### src/rtl/ram_pkg.sv
// Shared types and elaboration-time parameter checks for the dual-port clearing RAM.
package ram_pkg;

  // Sweep controller states: CLEAR walks the array writing the clear value,
  // IDLE serves user reads and writes.
  typedef enum logic {
    CLEAR = 1'b0,
    IDLE  = 1'b1
  } state_e;

  // Read latency must be 1 or 2, and the array must fit the address space.
  function automatic bit params_ok(input int rd_lat, input int depth, input int addr_w);
    return ((rd_lat == 1) || (rd_lat == 2)) && (depth >= 1) && (depth <= (1 << addr_w));
  endfunction

endpackage

### src/rtl/ram_dp_core.sv
// Bare storage array: one write port, one registered read port.
module ram_dp_core #(
  parameter int DATA_W = 8,
  parameter int ADDR_W = 8,
  parameter int DEPTH  = 2**ADDR_W
) (
  input  logic              clock_i,
  input  logic              we_i,
  input  logic [ADDR_W-1:0] waddr_i,
  input  logic [DATA_W-1:0] wdata_i,
  input  logic              re_i,
  input  logic [ADDR_W-1:0] raddr_i,
  output logic [DATA_W-1:0] rdata_o
);

  logic [DATA_W-1:0] mem_q [DEPTH];
  logic [DATA_W-1:0] rdata_q;

  // Array write and registered read; callers guarantee both addresses are below DEPTH.
  // NOTE: the array has no reset so it maps onto block RAM; the clear sweep gives it defined contents.
  // NOTE: sequential state uses non-blocking assignments so every register samples pre-edge values.
  always_ff @(posedge clock_i) begin
    if (we_i) mem_q[waddr_i] <= wdata_i;
    if (re_i) rdata_q <= mem_q[raddr_i];
  end

  assign rdata_o = rdata_q;

endmodule

### src/rtl/ram_dp_clear.sv
// Simple-dual-port RAM with hardware clear sweep, write-first bypass,
// optional second read stage and a read-valid flag.
module ram_dp_clear
  import ram_pkg::*;
#(
  parameter int              DATA_W    = 8,
  parameter int              ADDR_W    = 8,
  parameter int              DEPTH     = 2**ADDR_W,
  parameter logic [DATA_W-1:0] CLEAR_VAL = '0,
  parameter int              RD_LAT    = 1
) (
  input  logic              clock,
  input  logic              reset_n,
  input  logic              clear,
  output logic              busy,
  input  logic              wren,
  input  logic [ADDR_W-1:0] wr_addr,
  input  logic [DATA_W-1:0] data,
  input  logic              rden,
  input  logic [ADDR_W-1:0] rd_addr,
  output logic [DATA_W-1:0] q,
  output logic              q_valid
);

  if (!params_ok(RD_LAT, DEPTH, ADDR_W)) begin : g_bad_params
    $error("ram_dp_clear: RD_LAT must be 1 or 2 and DEPTH must not exceed 2**ADDR_W");
  end

  localparam logic [ADDR_W:0]   DEPTH_X  = (ADDR_W+1)'(DEPTH);
  localparam logic [ADDR_W-1:0] LAST_PTR = ADDR_W'(DEPTH - 1);

  state_e            state_q;
  logic [ADDR_W-1:0] ptr_q;
  logic              busy_q;

  logic              wr_in_range;
  logic              rd_in_range;
  logic              user_wr;
  logic              user_rd;

  logic              mem_we;
  logic [ADDR_W-1:0] mem_waddr;
  logic [DATA_W-1:0] mem_wdata;
  logic [DATA_W-1:0] core_rdata;

  logic              rd_v1_q;
  logic              zero_q;
  logic              byp_q;
  logic [DATA_W-1:0] byp_data_q;
  logic [DATA_W-1:0] rd_res;

  assign wr_in_range = ({1'b0, wr_addr} < DEPTH_X);
  assign rd_in_range = ({1'b0, rd_addr} < DEPTH_X);
  // User traffic is only accepted once the sweep has finished.
  assign user_wr     = (state_q == IDLE) && wren && wr_in_range;
  assign user_rd     = (state_q == IDLE) && rden;

  // Sweep FSM: walks ptr over every word after reset or an accepted clear request.
  always_ff @(posedge clock or negedge reset_n) begin
    if (!reset_n) begin
      state_q <= CLEAR;
      ptr_q   <= '0;
      busy_q  <= 1'b1;
    end else begin
      case (state_q)
        CLEAR: begin
          if (ptr_q == LAST_PTR) begin
            state_q <= IDLE;
            busy_q  <= 1'b0;
            ptr_q   <= '0;
          end else begin
            ptr_q <= ptr_q + ADDR_W'(1);
          end
        end
        IDLE: begin
          if (clear) begin
            state_q <= CLEAR;
            busy_q  <= 1'b1;
            ptr_q   <= '0;
          end
        end
      endcase
    end
  end

  // Write-port mux: the sweep owns the port while it runs, otherwise the user does.
  // NOTE: every always_comb output gets a default first so no latch can be inferred.
  always_comb begin
    mem_we    = 1'b0;
    mem_waddr = wr_addr;
    mem_wdata = data;
    if (state_q == CLEAR) begin
      mem_we    = 1'b1;
      mem_waddr = ptr_q;
      mem_wdata = CLEAR_VAL;
    end else if (user_wr) begin
      mem_we = 1'b1;
    end
  end

  ram_dp_core #(
    .DATA_W (DATA_W),
    .ADDR_W (ADDR_W),
    .DEPTH  (DEPTH)
  ) u_core (
    .clock_i (clock),
    .we_i    (mem_we),
    .waddr_i (mem_waddr),
    .wdata_i (mem_wdata),
    .re_i    (user_rd && rd_in_range),
    .raddr_i (rd_addr),
    .rdata_o (core_rdata)
  );

  // First read stage: remember how the issued read must be resolved (zero, bypass or array).
  // zero_q resets high so q reads 0 after reset whatever the array register holds.
  always_ff @(posedge clock or negedge reset_n) begin
    if (!reset_n) begin
      rd_v1_q    <= 1'b0;
      zero_q     <= 1'b1;
      byp_q      <= 1'b0;
      byp_data_q <= '0;
    end else begin
      rd_v1_q <= user_rd;
      if (user_rd) begin
        zero_q     <= !rd_in_range;
        byp_q      <= user_wr && (wr_addr == rd_addr);
        byp_data_q <= data;
      end
    end
  end

  // Flags and array register only change on an accepted read, so rd_res holds between reads.
  assign rd_res = zero_q ? '0 : (byp_q ? byp_data_q : core_rdata);

  if (RD_LAT == 2) begin : g_lat2
    logic [DATA_W-1:0] q2_q;
    logic              v2_q;

    // Second read stage: captures the resolved result one cycle later.
    always_ff @(posedge clock or negedge reset_n) begin
      if (!reset_n) begin
        q2_q <= '0;
        v2_q <= 1'b0;
      end else begin
        v2_q <= rd_v1_q;
        if (rd_v1_q) q2_q <= rd_res;
      end
    end

    assign q       = q2_q;
    assign q_valid = v2_q;
  end else begin : g_lat1
    assign q       = rd_res;
    assign q_valid = rd_v1_q;
  end

  assign busy = busy_q;

endmodule
### config.mk
export PLATFORM = sky130hd
export DESIGN_NAME = ram_dp_clear
export DESIGN_NICKNAME = d
export VERILOG_FILES = /design/src/rtl/ram_pkg.sv /design/src/rtl/ram_dp_core.sv /design/src/rtl/ram_dp_clear.sv
export SDC_FILE = /design/constraint.sdc
export NUM_CORES = 2
export LEC_CHECK = 0
export CAP_MARGIN = 20
export CELL_PAD_IN_SITES_DETAIL_PLACEMENT = 0
export CELL_PAD_IN_SITES_GLOBAL_PLACEMENT = 1
export CORE_ASPECT_RATIO = 0.5
export CORE_MARGIN = 2
export CORE_UTILIZATION = 45
export DETAILED_ROUTE_END_ITERATION = 6
export PLACE_DENSITY = 0.67
export SLEW_MARGIN = 40
export SYNTH_ARGS = -nofsm -noshare
export SYNTH_HDL_FRONTEND = slang
export SYNTH_SLANG_ARGS = --single-unit
export TNS_END_PERCENT = 5
### constraint.sdc
create_clock -name clock -period 13 [get_ports clock]
set_clock_uncertainty 0.1 [all_clocks]
set_input_delay 2.6 -clock clock [delete_from_list [all_inputs] [get_ports clock]]
set_output_delay 2.6 -clock clock [all_outputs]
set_load 0.01 [all_outputs]
==> flow_metrics.env <==
export IMPL_outcome="finished, violations left"
export IMPL_violations="DRC"
export IMPL_vias=40616
export IMPL_yosysWarningCount=0
export IMPL_use_met3=0.0474
export IMPL_start_kind="primary input"
export IMPL_synth_main_ff_cell="edfxtp_1"
export IMPL_cts_max_path_buffers=3
export IMPL_synthMuxAreaShare=0.143
export IMPL_pwr_share_seq=0.524
export IMPL_use_met1=0.335
export IMPL_ys_async_sr_fraction=0.0101
export IMPL_drive_above_1_share=0.239
export IMPL_worst_setup_path_end_kind="register"
export IMPL_crit_family="buffers and inverters"
export IMPL_antenna_found_initial=11
export IMPL_power_switching_uw=3340
export IMPL_hp_class="register to register"
export IMPL_cp_cell_sequence="buf_8 > buf_4 > buf_4 > buf_4 > mux4_2 > mux4_2 > o221ai_1 > a21oi_1 > a221oi_1 > nor3_1"
export IMPL_port_buffer_count=38
export IMPL_drv_cap=0
export IMPL_syn_num_nets=3992
export IMPL_wl_per_cell_um=32.0
export IMPL_first_pass_iters=7
export IMPL_first_iter_violations=4929
export IMPL_clock_latency_ps=820
export IMPL_setup_slack_ps=6510
export IMPL_crit_top_cell="buf_4"
export IMPL_post_route_min_period_ps=6490
export IMPL_yosysSeqAreaShare=0.769
export IMPL_ys_ff_latch=2077
export IMPL_clock_power_share=0.393
export IMPL_cts_root_buf="clkbuf_16"
export IMPL_numClockSinks=2077
export IMPL_start_util=0.451
export IMPL_ys_types=66
export IMPL_route_detailed_drc=4
export IMPL_power_density_nw_per_um2=157
export IMPL_area_delta_synth_final_pct=11.9
export IMPL_fmax_ghz=0.154
export IMPL_worstPathRequired_ps=13450
export IMPL_num_rows=110
export IMPL_antenna_left=0
export IMPL_place_congestion=0.861
export IMPL_grt_use_total=0.231
export IMPL_period_share=0.499
export IMPL_synth_edf_count=2056
export IMPL_slew_violations=0
export IMPL_grt_max_degree=199
export IMPL_synthCells=3962
export IMPL_final_common_cell="edfxtp_1"
export IMPL_ir_worst_vdd_v=0.000158
export IMPL_finalSetupViolCount=0
export IMPL_die_area_um2=184000
export IMPL_hold_viol_final=0
export IMPL_synth_xor_area_frac=0.00130
export IMPL_htreeDepth=4
export IMPL_comb_power_share=0.083
export IMPL_core_area_um2=179000
export IMPL_ioPinCount=39
export IMPL_postSynthAreaPerCell_um2=20.4
export IMPL_busiest_layer="met2"
export IMPL_cp_num_buf_inv=4
export IMPL_die_h_um=304
export IMPL_cts_resized_gates=0
export IMPL_sw_frac_of_total=0.234
export IMPL_final_nets=4075
export IMPL_drt_total_wl_mm=212
export IMPL_synth_top_family_by_area="multiplexers"
export IMPL_dp_slack_ps=5350
export IMPL_grt_pass1_wl_mm=302
export IMPL_fin_tns_setup_ps=0
export IMPL_maxSlewHeadroom=0.315
export IMPL_synth_adder_area_share=0.000155
export IMPL_cpMaxStageDelayCell="buf_4"
export IMPL_die_w_um=604
export IMPL_tightest_slew_ps=1030
export IMPL_p_leak_uw=0.0284
export IMPL_final_cell_mix="edfxtp_1, mux4_2, clkbuf_16"
export IMPL_crit_fanout=51
export IMPL_p_int_uw=10900
export IMPL_grtUsageMet2=0.357
export IMPL_synthSimpleGateAreaFrac=0.0272
export IMPL_path_class="primary input to register"
export IMPL_postCtsSetupBuffers=0
export IMPL_slowest_delay_ps=750
export IMPL_post_drt_via_cell_ratio=6.14
export IMPL_synth_compound_area_frac=0.0408
export IMPL_postCtsHoldBufs=0
export IMPL_grt_pass1_vias=40854
export IMPL_gr_total_overflow=0
export IMPL_rsz0062_at_grt="false"
export IMPL_syn_area_um2=81000
export IMPL_cts_buffers_inserted=184
export IMPL_clk_pin_slew_ps=70
export IMPL_dp_hpwl_mm=131
export IMPL_crit_arrival_ps=6940
export IMPL_tritoncts="built"
## logic make-up (layout without fill, tap and decap cells)
logic type / after synthesis / count (layout)
xor gates and xnor gates: 12 / 12
AOI/OAI and AO/OA: 470 / 470
and+or+nand+nor: 515 / 515
other: 0 / 6
buffers and inverters: 252 / 489
adders and majority gates: 1 / 1
muxes: 635 / 635
DFF: 2077 / 2077
## cell type report
class / count / area, um2
diodes: 6 / 15.0
clock buffers: 224 / 4880
clock inverters: 116 / 1230
fillers: 14162 / 88700
inverters: 14 / 52.6
multi-input cells: 1633 / 17800
flip-flops and latches: 2077 / 62300
well taps: 2408 / 3010
repair buffers: 135 / 1350
## sequential cells by signal (all words and copies together) (netlist names)
name / cells
u_core.rdata_o: 8
state_q: 1
q_valid: 1
byp_data_q: 8
zero_q: 1
u_core.mem_q: 2048
ptr_q: 8
byp_q: 1
busy: 1
## through the flow
stage / hold slack (ps) / instance area (um2) / cells / total power [uW] / utilization
3_5_place_dp: 398 / 84100 / 6262 / 8740 / 0.469
2_1_floorplan: 379 / 81000 / 3962 / 8210 / -
6_report: 412 / 90600 / 6613 / 14200 / 0.505
5_1_grt: 434 / 90600 / 6607 / 14600 / 0.505
4_1_cts: 413 / 90200 / 6602 / 14300 / 0.503
3_3_place_gp: 388 / 83800 / 6258 / 8700 / 0.467
## power by group through the flow
stage	clock, uW	sequential (uW)	combinational (uW)
2_1_floorplan	0	7590	621
3_3_place_gp	0	7610	1090
3_5_place_dp	0	7620	1130
4_1_cts	5670	7470	1130
5_1_grt	5930	7480	1210
6_report	5600	7470	1180
## final timing paths
kind / from / to / slack (ps) / cells after the start
min in group asynchronous: reset_n / byp_data_q[2] / 2080 / 2
worst min-delay path: byp_data_q[0] / byp_data_q[0] / 410 / 1
worst max register to register: state_q / u_core.mem_q[27][0] / 9200 / 6
worst max-delay path: rd_addr[1] / u_core.rdata_o[3] / 6510 / 10
max in group asynchronous: reset_n / state_q / 10370 / 2
worst min register to register: byp_data_q[0] / byp_data_q[0] / 410 / 1
## routing by layer
metal / vias to the layer above / part of all wire
met5: - / 0.00013
met3: 278 / 0.086
met4: 4 / 0.025
met1: 21821 / 0.42
met2: 1850 / 0.47
li1: 16663 / -
## Yosys cell counts (5+ instances only)
| master | instances | area share |
|---|---|---|
| o32ai_1 | 16 | 0.0017 |
| xor2_1 | 8 | 0.00087 |
| o22ai_1 | 54 | 0.0042 |
| mux2_2 | 25 | 0.0035 |
| o211ai_1 | 5 | 0.00046 |
| buf_2 | 59 | 0.0036 |
| nand3_1 | 35 | 0.0022 |
| mux2_1 | 5 | 0.00070 |
| edfxtp_1 | 2056 | 0.76 |
| a221oi_1 | 25 | 0.0027 |
| dfrtp_1 | 19 | 0.0059 |
| a222oi_1 | 5 | 0.00062 |
| o21ai_0 | 38 | 0.0023 |
| and2_1 | 13 | 0.0010 |
| nand2b_1 | 14 | 0.0011 |
| and3_1 | 7 | 0.00054 |
| clkbuf_1 | 104 | 0.0048 |
| buf_6 | 35 | 0.0049 |
| a211oi_1 | 17 | 0.0016 |
| nor2b_1 | 7 | 0.00054 |
| nand2_1 | 88 | 0.0041 |
| mux2i_1 | 189 | 0.023 |
| inv_1 | 13 | 0.00060 |
| buf_4 | 26 | 0.0024 |
| a22o_1 | 25 | 0.0027 |
| nor3_1 | 33 | 0.0020 |
| a21oi_1 | 89 | 0.0055 |
| a31oi_1 | 8 | 0.00062 |
| a22oi_1 | 90 | 0.0083 |
| nor2_1 | 295 | 0.014 |
| o21ai_1 | 15 | 0.00093 |
| o221ai_1 | 50 | 0.0054 |
| mux4_2 | 416 | 0.12 |
| buf_8 | 5 | 0.00093 |
| buf_1 | 7 | 0.00032 |
| a2bb2oi_1 | 7 | 0.00076 |
Power figures use the tool's default switching activity.
